--- config.mk ---
export PLATFORM = sky130hd
export DESIGN_NAME = dac_serial_tx
export DESIGN_NICKNAME = d
export VERILOG_FILES = /design/src/rtl/dac_serial_tx.sv
export SDC_FILE = /design/constraint.sdc
export NUM_CORES = 1
export LEC_CHECK = 0
export ABC_AREA = 1
export CORE_MARGIN = 4
export CORE_UTILIZATION = 40
export CTS_BUF_LIST = sky130_fd_sc_hd__clkbuf_2 sky130_fd_sc_hd__clkbuf_4 sky130_fd_sc_hd__clkbuf_8
export DETAILED_ROUTE_END_ITERATION = 10
export HOLD_SLACK_MARGIN = 0.05
export PLACE_DENSITY = 0.7
export SLEW_MARGIN = 0
export SYNTH_ARGS = -nofsm -noshare
export SYNTH_HDL_FRONTEND = slang
export SYNTH_SLANG_ARGS = --single-unit
--- constraint.sdc ---
create_clock -name CLK_50_MAX10 -period 2.3 [get_ports CLK_50_MAX10]
set_clock_uncertainty 0.15 [all_clocks]
set_input_delay 0.23 -clock CLK_50_MAX10 [delete_from_list [all_inputs] [get_ports CLK_50_MAX10]]
set_output_delay 0.23 -clock CLK_50_MAX10 [all_outputs]
set_load 0.02 [all_outputs]
--- src/rtl/dac_serial_tx.sv ---
// Serial transmitter for a 16-bit SPI-style DAC: captures {cmd, data, 4'b0} on handshake
// and shifts it MSB first on DAC_SYNC/DAC_SCLK/DAC_DIN, with every output driven from a flop.
module dac_serial_tx #(
  parameter int CLK_DIV    = 2,
  parameter int GAP_CYCLES = 4
) (
  input  logic        CLK_50_MAX10,
  input  logic        CPU_RESET,
  input  logic [15:0] SAMPLE_DATA,
  input  logic [3:0]  SAMPLE_CMD,
  input  logic        SAMPLE_VALID,
  output logic        SAMPLE_READY,
  output logic        BUSY,
  output logic        DAC_SYNC,
  output logic        DAC_SCLK,
  output logic        DAC_DIN
);

  localparam int HW = (CLK_DIV > 1) ? $clog2(CLK_DIV) : 1;
  localparam int GW = (GAP_CYCLES > 1) ? $clog2(GAP_CYCLES) : 1;
  localparam logic [HW-1:0] HALF_LAST = HW'(CLK_DIV - 1);
  localparam logic [GW-1:0] GAP_LAST  = GW'(GAP_CYCLES - 1);
  localparam logic [4:0]    BIT_LAST  = 5'd23;

  typedef enum logic [1:0] {IDLE, SHIFT, GAP} state_t;

  state_t          state_q, state_d;
  logic [HW-1:0]   half_q, half_d;
  logic [4:0]      bit_q, bit_d;
  logic [GW-1:0]   gap_q, gap_d;
  logic [23:0]     shreg_q, shreg_d;
  logic            sync_q, sync_d;
  logic            sclk_q, sclk_d;
  logic            din_q, din_d;
  logic            rdy_q, rdy_d;
  logic            handshake;

  assign handshake = SAMPLE_VALID && rdy_q;

  always_comb begin
    state_d = state_q;
    half_d  = half_q;
    bit_d   = bit_q;
    gap_d   = gap_q;
    shreg_d = shreg_q;
    sync_d  = sync_q;
    sclk_d  = sclk_q;
    din_d   = din_q;
    case (state_q)
      IDLE: begin
        if (handshake) begin
          state_d = SHIFT;
          sync_d  = 1'b0;
          sclk_d  = 1'b1;
          // Bit 23 goes straight to DIN; the register holds the remaining 23 bits.
          din_d   = SAMPLE_CMD[3];
          shreg_d = {SAMPLE_CMD[2:0], SAMPLE_DATA, 4'b0000, 1'b0};
          half_d  = '0;
          bit_d   = '0;
        end
      end
      SHIFT: begin
        if (half_q == HALF_LAST) begin
          half_d = '0;
          if (sclk_q) begin
            sclk_d = 1'b0;
          end else if (bit_q == BIT_LAST) begin
            // Rising edge after the 24th fall closes the frame.
            state_d = GAP;
            sync_d  = 1'b1;
            sclk_d  = 1'b1;
            din_d   = 1'b0;
            gap_d   = '0;
            bit_d   = '0;
          end else begin
            sclk_d  = 1'b1;
            din_d   = shreg_q[23];
            shreg_d = {shreg_q[22:0], 1'b0};
            bit_d   = bit_q + 5'd1;
          end
        end else begin
          half_d = half_q + HW'(1);
        end
      end
      GAP: begin
        if (gap_q == GAP_LAST) begin
          state_d = IDLE;
          gap_d   = '0;
        end else begin
          gap_d = gap_q + GW'(1);
        end
      end
      default: state_d = IDLE;
    endcase
    rdy_d = (state_d == IDLE);
  end

  always_ff @(posedge CLK_50_MAX10) begin
    if (CPU_RESET) begin
      state_q <= IDLE;
      half_q  <= '0;
      bit_q   <= '0;
      gap_q   <= '0;
      shreg_q <= '0;
      sync_q  <= 1'b1;
      sclk_q  <= 1'b1;
      din_q   <= 1'b0;
      rdy_q   <= 1'b0;
    end else begin
      state_q <= state_d;
      half_q  <= half_d;
      bit_q   <= bit_d;
      gap_q   <= gap_d;
      shreg_q <= shreg_d;
      sync_q  <= sync_d;
      sclk_q  <= sclk_d;
      din_q   <= din_d;
      rdy_q   <= rdy_d;
    end
  end

  assign SAMPLE_READY = rdy_q;
  assign BUSY         = (state_q != IDLE);
  assign DAC_SYNC     = sync_q;
  assign DAC_SCLK     = sclk_q;
  assign DAC_DIN      = din_q;

endmodule
==> impl_results.md <==
* Max clock buf depth at 2
* Final Power at ~1.4 mW
* Worst Hold Class: reg -> reg
* Residual DRC at 0
* EDFF count, synth at 0
* Final setup TNS at 0 ns
* Mapped Cells at around 260
* Postcts setup bufs at 0
* ANT nets after route at 0
* GP Congestion at roughly 0.76
* WL per Instance at ~10 microns
* Cells after DPL at 323
* Die H at around 72 microns
* Worst setup EP type: primary output
* Startpoint types: flop
* FP Rows at 22
* Maximum vdd drop at 0.4016 mV
* Largest net degree at the start of global routing at 38
* Async S/R FF share, synth at 0%
* Seq cells post-synth at 33
* Finished Layout Cells at between 300 and 400
* # clock sinks at 33
* Endpoints failing setup at 0
* Status: finished clean
* CP Max Fanout at 4
* Hpwl dp at 2310 microns
* Unrepaired setup endpoints after global routing: no
* Vias/cell at around 4.6
* Nets at between 300 and 400
* First-pass GRT wire length at approximately 5700 microns
* Final Critical Period at 1.799 ns
* Fin. max-slew vios at 0
* Clock Latency Late Sink at between 0.2 and 0.3 ns
* Total I/O pin count at 28
* Inserted Diodes at 0
* Yosys warnings at 0
* DR pass1 iterations at 5
* Synth Net Count at 280
* Horiz. Die Dim at 71.89 microns
* Cts repair resizes at 0
* Worst EP arrival at 1.42 ns
* Antenna violations before repair at 0
* Hold Fails Final Rpt at 0
* Area of the core at between 0.003 and 0.004 sq mm
* Post-Route WL at approximately 3300 microns
* Fraction of layout cells with a size suffix above 1 at around 6.0%
* Gr usage total at between 10 and 15%
* Vias in the first global route at 1313
* Most common cell after layout, fill and taps aside: nand2_1
* Max-cap violations at 0
* Register area share after synthesis at about two fifths
* Syn_area_per_cell at around 6.4 sq um
* DR iter-0 viols at 109
* IO buf count at 27
* DR vias at 1524
* CTS H-Tree Depth at 2
* R2R Setup Slk at slightly above 0.5 ns
* Worst path required time at between 1.5 and 2 ns
* Starting Density at ~43%
* Total die area at 0.005168 sq mm
* Root Buffer: clkbuf_8
* GRT overflow at 0
* Normalized max-slew margin at roughly 75%
* Area grow syn2layout at 23.07%
* CTS tree: built
* Top FF cell, synth: dfxtp_1
* Library cells used by synthesis at 21
* Setup CP Type: reg -> out
* Power per cell area at just under 700 mW/mm^2
* Period utilization at 78.21%
* Slew @ Worst Pin at 0.3808 ns
* F_max at approximately 560 MHz
* Hold_buf cts at 0
* Leading cell types in the layout, fill and taps excluded: nand2_1, nor2_1, dfxtp_1, inv_1, clkdlybuf4s50_1
* Clock transition at path regs at 0.07 ns
* Leakage at 0.9623 nW
* Cell Area, Synth at 0.001633 sq mm
* TritonCTS Buffers at 5
## final timing paths
| kind | start | to | cells after the start |
|---|---|---|---|
| worst min register to register | DAC_SYNC | DAC_SYNC | 2 |
| worst min-delay path | DAC_SYNC | DAC_SYNC | 2 |
| worst max-delay path | state_q[1] | BUSY | 3 |
| worst max register to register | state_q[1] | shreg_q[10] | 7 |
## critical path, stage by stage (launching register included)
cell and delay (ns):
dfxtp_1 0.40, inv_2 0.07, nand2_1 0.06, clkdlybuf4s50_1 0.59
## cells by family (layout without fill, tap and decap cells)
group	after synthesis	count (layout)	synth area share, %
compound gates	30	30	9.962
xor+xnor	1	1	0.5365
fa+ha+maj	2	2	1.532
buf+inv	39	66	10.50
flops	33	33	40.46
simple gates	150	150	37.01
## cell usage after synthesis, types with 2 or more instances
cell type	n	share of area, %
nand2_1	78	18
nor2_1	52	12
dfxtp_1	33	40
inv_1	27	6.2
o21ai_0	21	6.4
nand3_1	16	4.9
a21oi_1	5	1.5
clkbuf_1	4	0.92
buf_6	3	2.1
buf_2	2	0.61
ha_1	2	1.5
inv_2	2	0.46
nand2_2	2	0.77
## state kept, by name, indices dropped and copies added (netlist names)
register / count
shreg_q: 19
bit_q: 5
gap_q: 2
state_q: 2
DAC_DIN: 1
DAC_SCLK: 1
DAC_SYNC: 1
SAMPLE_READY: 1
half_q: 1
## metrics by stage
stage	util, %	instance area, sq um	setup WS (ns)	hold slack (ns)
after CTS	52.90	2009	0.4814	0.3315
after global placement	50.53	1919	0.4708	0.3083
after floorplan	-	1633	0.8785	0.1424
final	52.90	2009	0.5012	0.3348
after global routing	52.90	2009	0.3158	0.3568
after detailed placement	50.53	1919	0.4320	0.3202
## metal layers
layer / GRT usage [%] / part of all wire (%) / vias to the layer above
met5: 0 / 0 / -
met4: 6.263 / 1.8 / 0
met3: 4.986 / 5.2 / 6
met2: 21.94 / 47 / 26
met1: 17.46 / 46 / 657
li1: - / - / 835
## area by class of cell
class                           instances  area (sq um)
Sequential cell                        33         660.6
Clock buffer                            7         90.09
Fill cell                             409          1789
Inverter                               30         112.6
Timing Repair Buffer                   29         285.3
Multi-Input combinational cell        183         800.8
Tap cell                               48         60.06
## report_power, final
group / total [mW] / internal (mW) / switching (mW)
clock network: 0.451 / 0.249 / 0.202
logic: 0.275 / 0.113 / 0.162
registers: 0.638 / 0.621 / 0.0172
Power figures use the tool's default switching activity.
